File: src/rtl/alu_operand_pipe_pkg.sv
// alu_operand_pipe_pkg: shared widths and ALU opcode encoding for the operand pipe and the ALU
package alu_operand_pipe_pkg;
  localparam int DEF_WIDTH = 32;
  localparam int DEF_AW = 5;
  typedef enum logic [2:0] {
    ALU_ADD = 3'd0,
    ALU_SUB = 3'd1,
    ALU_AND = 3'd2,
    ALU_OR  = 3'd3,
    ALU_SRL = 3'd4,
    ALU_SRA = 3'd5
  } alu_op_e;
endpackage

File: src/rtl/alu_operand_pipe_reg_file.sv
// alu_operand_pipe_reg_file: 2**AW x W register file, two async reads, one write, $0 reads zero
// Ports: clk/reset (sync, active-high clears all), we_i/waddr_i/wdata_i write port,
//        raddr_a_i/rdata_a_o and raddr_b_i/rdata_b_o read ports (no write-through bypass).
module alu_operand_pipe_reg_file
  import alu_operand_pipe_pkg::*;
#(
  parameter int W  = DEF_WIDTH,
  parameter int AW = DEF_AW
) (
  input  logic          clk,
  input  logic          reset,
  input  logic          we_i,
  input  logic [AW-1:0] waddr_i,
  input  logic [W-1:0]  wdata_i,
  input  logic [AW-1:0] raddr_a_i,
  input  logic [AW-1:0] raddr_b_i,
  output logic [W-1:0]  rdata_a_o,
  output logic [W-1:0]  rdata_b_o
);
  logic [W-1:0] mem_q [2**AW];
  always_ff @(posedge clk) begin
    if (reset) mem_q <= '{default: '0};
    else if (we_i && waddr_i != '0) mem_q[waddr_i] <= wdata_i;
  end
  assign rdata_a_o = raddr_a_i == '0 ? '0 : mem_q[raddr_a_i];
  assign rdata_b_o = raddr_b_i == '0 ? '0 : mem_q[raddr_b_i];
endmodule

File: src/rtl/alu_operand_pipe.sv
// alu_operand_pipe: register-file operand supply and writeback stage around a combinational ALU
// Ports: in_valid/in_ready handshake with in_rs/in_rt/in_rd/in_op; registered alu_a/alu_b/alu_op
//        to the ALU, alu_c back; ext_we/ext_waddr/ext_wdata load write port (has priority);
//        wb_valid/wb_rd/wb_data one-cycle commit report.
module alu_operand_pipe
  import alu_operand_pipe_pkg::*;
#(
  parameter int WIDTH = DEF_WIDTH,
  parameter int AW    = DEF_AW
) (
  input  logic             clk,
  input  logic             reset,
  input  logic             in_valid,
  output logic             in_ready,
  input  logic [AW-1:0]    in_rs,
  input  logic [AW-1:0]    in_rt,
  input  logic [AW-1:0]    in_rd,
  input  logic [2:0]       in_op,
  output logic [WIDTH-1:0] alu_a,
  output logic [WIDTH-1:0] alu_b,
  output logic [2:0]       alu_op,
  input  logic [WIDTH-1:0] alu_c,
  input  logic             ext_we,
  input  logic [AW-1:0]    ext_waddr,
  input  logic [WIDTH-1:0] ext_wdata,
  output logic             wb_valid,
  output logic [AW-1:0]    wb_rd,
  output logic [WIDTH-1:0] wb_data
);
  logic             ex_valid_q, ex_valid_d;
  logic [AW-1:0]    ex_rd_q, ex_rd_d, wb_rd_q, wb_rd_d;
  logic [WIDTH-1:0] a_q, a_d, b_q, b_d, wb_data_q, wb_data_d;
  logic [2:0]       op_q, op_d;
  logic             wb_valid_q, wb_valid_d;
  logic             stall, accept, commit;
  logic [WIDTH-1:0] rf_a, rf_b, opnd_a, opnd_b;
  // The single write port is shared: a load write always wins and stalls any pending commit.
  assign stall    = ext_we && ex_valid_q;
  assign in_ready = !reset && !stall;
  assign accept   = in_valid && in_ready;
  assign commit   = ex_valid_q && !ext_we;
  alu_operand_pipe_reg_file #(.W(WIDTH), .AW(AW)) u_rf (
    .clk       (clk),
    .reset     (reset),
    .we_i      (ext_we || commit),
    .waddr_i   (ext_we ? ext_waddr : ex_rd_q),
    .wdata_i   (ext_we ? ext_wdata : alu_c),
    .raddr_a_i (in_rs),
    .raddr_b_i (in_rt),
    .rdata_a_o (rf_a),
    .rdata_b_o (rf_b)
  );
  // Youngest value wins: the in-flight ALU result, then this cycle's load, then the file.
  assign opnd_a = in_rs == '0 ? '0 : (ex_valid_q && ex_rd_q == in_rs) ? alu_c :
                  (ext_we && ext_waddr == in_rs) ? ext_wdata : rf_a;
  assign opnd_b = in_rt == '0 ? '0 : (ex_valid_q && ex_rd_q == in_rt) ? alu_c :
                  (ext_we && ext_waddr == in_rt) ? ext_wdata : rf_b;
  always_comb begin
    ex_valid_d = stall || accept;
    ex_rd_d    = accept ? in_rd : ex_rd_q;
    a_d        = accept ? opnd_a : a_q;
    b_d        = accept ? opnd_b : b_q;
    op_d       = accept ? in_op : op_q;
    wb_valid_d = commit;
    wb_rd_d    = commit ? ex_rd_q : wb_rd_q;
    wb_data_d  = commit ? alu_c : wb_data_q;
  end
  always_ff @(posedge clk) begin
    if (reset) begin
      ex_valid_q <= 1'b0;
      ex_rd_q    <= '0;
      a_q        <= '0;
      b_q        <= '0;
      op_q       <= '0;
      wb_valid_q <= 1'b0;
      wb_rd_q    <= '0;
      wb_data_q  <= '0;
    end else begin
      ex_valid_q <= ex_valid_d;
      ex_rd_q    <= ex_rd_d;
      a_q        <= a_d;
      b_q        <= b_d;
      op_q       <= op_d;
      wb_valid_q <= wb_valid_d;
      wb_rd_q    <= wb_rd_d;
      wb_data_q  <= wb_data_d;
    end
  end
  assign alu_a    = a_q;
  assign alu_b    = b_q;
  assign alu_op   = op_q;
  assign wb_valid = wb_valid_q;
  assign wb_rd    = wb_rd_q;
  assign wb_data  = wb_data_q;
endmodule

File: config.mk
export PLATFORM = sky130hd
export DESIGN_NAME = alu_operand_pipe
export DESIGN_NICKNAME = d
export VERILOG_FILES = /design/src/rtl/alu_operand_pipe_pkg.sv /design/src/rtl/alu_operand_pipe_reg_file.sv /design/src/rtl/alu_operand_pipe.sv
export SDC_FILE = /design/constraint.sdc
export NUM_CORES = 2
export LEC_CHECK = 0
export CAP_MARGIN = 5
export CORE_MARGIN = 2
export CORE_UTILIZATION = 65
export CTS_BUF_LIST = sky130_fd_sc_hd__clkbuf_8
export DETAILED_ROUTE_END_ITERATION = 12
export MAX_ROUTING_LAYER = met4
export PLACE_DENSITY = 0.87
export REMOVE_ABC_BUFFERS = 1
export SLEW_MARGIN = 20
export SYNTH_ARGS = -nofsm -noshare
export SYNTH_HDL_FRONTEND = slang
export SYNTH_SLANG_ARGS = --single-unit
File: constraint.sdc
create_clock -name clk -period 6.1 [get_ports clk]
set_input_delay 0.61 -clock clk [delete_from_list [all_inputs] [get_ports clk]]
set_output_delay 0.61 -clock clk [all_outputs]
set_load 0.02 [all_outputs]
Word-level counts from Yosys, hierarchy flattened:

Index checks and enable logic that the tools add are counted.

* magnitude comparators: 4
* eq/ne operators: 4
* muxes and demuxes: 17
* bitwise logic cells: 3
* reduce and logical (&&, ||, !) cells: 18

Operator list (number)
* $bwmux W1024: 1
* $mux W32: 12
* $bmux W32 S5: 2
* $demux W32 S5: 1
* $eq A5 B5 Y1: 4
* $ge A6 B6 Y1 const B: 3
* $not A5 Y6: 3
* $logic_and A1 B1 Y1: 10
* $logic_not A5 Y1: 2
* $lt A6 B1 Y1 const B: 1
* $mux W5: 1
* $reduce_bool A5 Y1: 1
* $logic_not A1 Y1: 3
* $logic_or A1 B1 Y1: 2

* register bits after elaboration: 1135
* bits of input ports: 91

Longest topological paths before layout:

* depth after elaboration: 7
* gate-level depth with buffers: 9
* gate-level depth less buffers: 5

Modules after synthesis:

A second synthesis with hierarchy kept.

* cells, all modules: 6583
* area total of the unflattened synthesis: 57631.5 um2

By module, submodules not included
* alu_operand_pipe_reg_file: times used 1, cells an instance 5984, area each 52072.4 um2
* alu_operand_pipe: times used 1, cells an instance 599, area each 5559.1 um2

Least setup slack after synthesis:

Ideal clock, no wire load.

* kind: input to register
* start: input ext_we
* end: register a_q[10], in the netlist alu_a[10]
* setup time: 137 ps
* arrival: 2330 ps
* required time: 5963 ps
* path slack: 3634 ps
* cell stages on the path: 8
* path buffers: 4
* cells stage by stage: buf_2 > buf_6 > a21oi_1 > nand2_1 > buf_2 > clkbuf_1 > a221oi_1 > a311oi_1

* cells in the longest elaborated chain, start to end: 4

Ends and longest elaborated chain
* start: declaration: line alu_operand_pipe.sv:23 `input logic ext_we,`
* $logic_and A1 B1 Y1: line alu_operand_pipe.sv:38 `assign stall = ext_we && ex_valid_q;`
* $logic_not A1 Y1: line alu_operand_pipe.sv:39 `assign in_ready = !reset && !stall;`
* $logic_and A1 B1 Y1: line alu_operand_pipe.sv:39
* net in_ready: line alu_operand_pipe.sv:14 `output logic in_ready,`
* $logic_and A1 B1 Y1: line alu_operand_pipe.sv:40 `assign accept = in_valid && in_ready;`
* end signal: assignment: line alu_operand_pipe.sv:72 `a_q <= '0;`
* end signal: assignment: line alu_operand_pipe.sv:81 `a_q <= a_d;`
* end: declaration: line alu_operand_pipe.sv:32 `logic [WIDTH-1:0] a_q, a_d, b_q, b_d, wb_data_q, wb_data_d;`

The timed path passes the listed nets, and every way through them passes these cells.
A chain may end at the register's enable or synchronous reset.

Final worst setup path:

* start: register ex_valid_q
* end: register u_rf.mem_q[458] (netlist name)

* cells in the longest elaborated chain, start to end: 3

Ends and longest elaborated chain
* start: declaration: line alu_operand_pipe.sv:30 `logic ex_valid_q, ex_valid_d;`
* start signal: assignment: line alu_operand_pipe.sv:79 `ex_valid_q <= ex_valid_d;`
* $logic_and A1 B1 Y1: line alu_operand_pipe.sv:41 `assign commit = ex_valid_q && !ext_we;`
* $logic_or A1 B1 Y1: line alu_operand_pipe.sv:45 `.we_i (ext_we || commit),`
* $logic_and A1 B1 Y1: line alu_operand_pipe_reg_file.sv:23 `else if (we_i && waddr_i != '0) mem_q[waddr_i] <= wdata_i;`
* end signal: indexed assignment: line alu_operand_pipe_reg_file.sv:23
* end: declaration: line alu_operand_pipe_reg_file.sv:20 `logic [W-1:0] mem_q [2**AW];`

No other way between the ends.

==> results.md <==
- Grt ovf: 0
- TritonCTS clock tree: yes
- Fillers: 5519
- Max Freq: 292 MHz
- Reported max-cap violation count: 0
- Status: finished, violations left
- Die height: 299 µm
- Mean Syn Cell Area: 10.6 µm²
- Reg-to-reg slack, setup: 2.68 ns
- Cts repair resizes: 0
- Detail Placement HPWL: 101000 µm
- Worst VDD drop: 0.229 mV
- Initial DRC count: 7565
- Mapped cell area: 56600 µm²
- Drt drc: 1
- Dominant cells by area after synthesis: dfxtp_1 (40%), mux4_2 (22%), a211oi_1 (13%), nor2_1 (6.6%), clkbuf_1 (2.4%)
- Clock skew: 0.0488 ns
- Setup CP Type: reg2reg
- Antenna Nets Post-Route: 0
- CP Capture Type: flip-flop
- Minimum clock period: 3.42 ns
- Fin crit share: 56.1%
- EDFF count, synth: 0
- Setup TNS: 0 ns
- Initial antenna violation count: 6
- Avg Vias per Cell: 7.45
- HP Class: in2reg
- Total Power: 15800 µW
- Sequential fraction of design power: 48.7%
- Share of cells above drive strength 1: 20.9%
- Switching power: 4350 µW
- Setup Buffers After CTS: 0
- Clock group share of total power: 40.1%
- Root buffer cell: clkbuf_8
- Clk buf depth: 3
- Final-report max-slew violation count: 0
- # hold bufs at CTS: 0
- Internal: 11400 µW
- WP data required: 6.84 ns
- Pleak: 0.0194 µW
- Die area: 89400 µm²
- PnR worst setup slack: 2.68 ns
- Count leader, synth: dfxtp_1
- RSZ-0062 raised after global routing: false
- H-tree levels: 4
- Nets@finish: 5269
- Vias in the first global route: 47700
- Starting Density: 65.4%
- Sw frac: 27.5%
- Num CTS Buffers: 175
- Slew @ Worst Pin: 1.29 ns
- Row count: 108
- GRT Total Usage: 40.1%
- Pre-Repair DR Iteration Count: 10
- Cells after Synth: 5343
- Slew HR: 13.9%
- Largest net degree at the start of global routing: 209
- Layout area overhead: 9.09%
- Final hold vios: 0
- Final setup fails: 0
- Pre-CTS setup slack: 2.18 ns
- Yosys warning count: 0
- Yosys top cell area share: 40.2%
- Die width: 299 µm
- Synth async-reset ratio: 0%
- Worst-path maximum fanout: 33
- Wirelength per Cell: 27.5 µm
- First-pass GRT wire length: 273000 µm
- Port bufs: 196
- Final RePlAce weighted congestion: 0.876
- Synth area leader: dfxtp_1
- Final wirelength: 178000 µm
- Via count: 48100
- Pwr dens: 256 nW/µm²
- Failing checks: design-rule violations
- Yosys cell types: 48
- Leading register cell type out of synthesis: dfxtp_1
- Top Ports: 197
- Clk sinks: 1135
- Critical Path AT: 4.16 ns
- #FFs+latches synth: 1135
- Post-synth top cells: dfxtp_1 (1135), nor2_1 (998), a211oi_1 (993)
- Startpoint Class: flip-flop
- Core area: 86500 µm²
- Power share of the combinational group: 11.2%
- Clk_lat worst skew: 0.89 ns
- Sequential share of the synthesized area: 40.2%
- Clk slew on worst S/H paths: 0.07 ns
metal layers:
metal,wire length [µm],vias to the layer above,GRT usage (%)
li1,-,20000,-
met1,62100,23200,49.0
met2,80700,3965,59.3
met3,24100,886,11.4
met4,10600,0,24.3
met5,0,-,-
placed cells by master (no fill, tap or decap), drive strengths merged, types with 39 or more instances in the layout:
cell type and count:
a22oi 64, clkbuf 216, mux2 100, a21oi 43
nor2 1029, mux2i 100, a211oi 993, a221oi 62
buf 130, nand3 39, nand3b 67, inv 65
clkdlybuf4s50 186, nand2 245, a311oi 62, o211ai 92
mux4 544, dfxtp 1135
sequential cells by signal (all words and copies together), names as in the netlist:
| signal | flops |
|---|---|
| ex_valid_q | 1 |
| wb_rd | 5 |
| alu_a | 32 |
| wb_data | 32 |
| ex_rd_q | 5 |
| wb_valid | 1 |
| alu_b | 32 |
| alu_op | 3 |
| u_rf.mem_q | 1024 |
area by class of cell:
cell class              count  area [µm²]  area share (%)
multi-input cells        3542       31000            50.3
flip-flops and latches   1135       22700            36.8
repair buffers            317        3090            5.01
clock buffers             215        2960            4.79
well taps                1155        1450            2.34
clock inverters            81         435           0.705
inverters                   7        26.3          0.0426
diodes                      7        17.5          0.0284
power groups by stage:
stage | registers [µW] | clock network [µW] | logic, µW
detailed placement | 7840 | 0 | 1690
floorplan | 7830 | 0 | 810
CTS | 7680 | 6300 | 1710
global route | 7700 | 6630 | 1840
finish | 7690 | 6340 | 1770
global placement | 7820 | 0 | 1660
critical path, stage by stage, from the launching register on:
cell      delay [ns]
dfxtp_1         0.59
nand2_1         0.11
o32a_1          0.60
nor2_4          0.94
buf_4           0.58
nor2_1          0.13
a211oi_1        0.29
worst paths after layout:
path | depth (start not counted) | end | startpoint
worst min register to register | 2 | wb_data[20]$_SDFFE_PP0P_ | wb_data[20]$_SDFFE_PP0P_
worst max-delay path | 6 | u_rf.mem_q[458]$_SDFFE_PP0P_ | ex_valid_q$_SDFF_PP0_
worst min-delay path | 2 | u_rf.mem_q[495]$_SDFFE_PP0P_ | reset
worst max register to register | 6 | u_rf.mem_q[458]$_SDFFE_PP0P_ | ex_valid_q$_SDFF_PP0_
cell families (layout without fill, tap and decap cells):
group                     count (synthesis)  after routing  synth area share [%]
and+or+nand+nor                        1442           1442                  10.7
AOI/OAI and AO/OA                      1336           1336                  17.9
DFF                                    1135           1135                  40.2
muxes                                   744            744                  25.4
buffers and inverters                   666            620                  5.51
xor gates and xnor gates                 20             20                 0.310
other                                     0              7                     0
metrics by stage:
stage	utilization [%]	hold WS, ns	std cells	cell area (µm²)
after CTS	71.3	0.0729	6449	61600
after global routing	71.4	0.117	6459	61700
after floorplan	-	0.451	4684	53500
final	71.4	0.128	6459	61700
after global placement	67.3	0.441	6150	58200
after detailed placement	67.3	0.447	6153	58200
(Power assumes the default switching activity.)
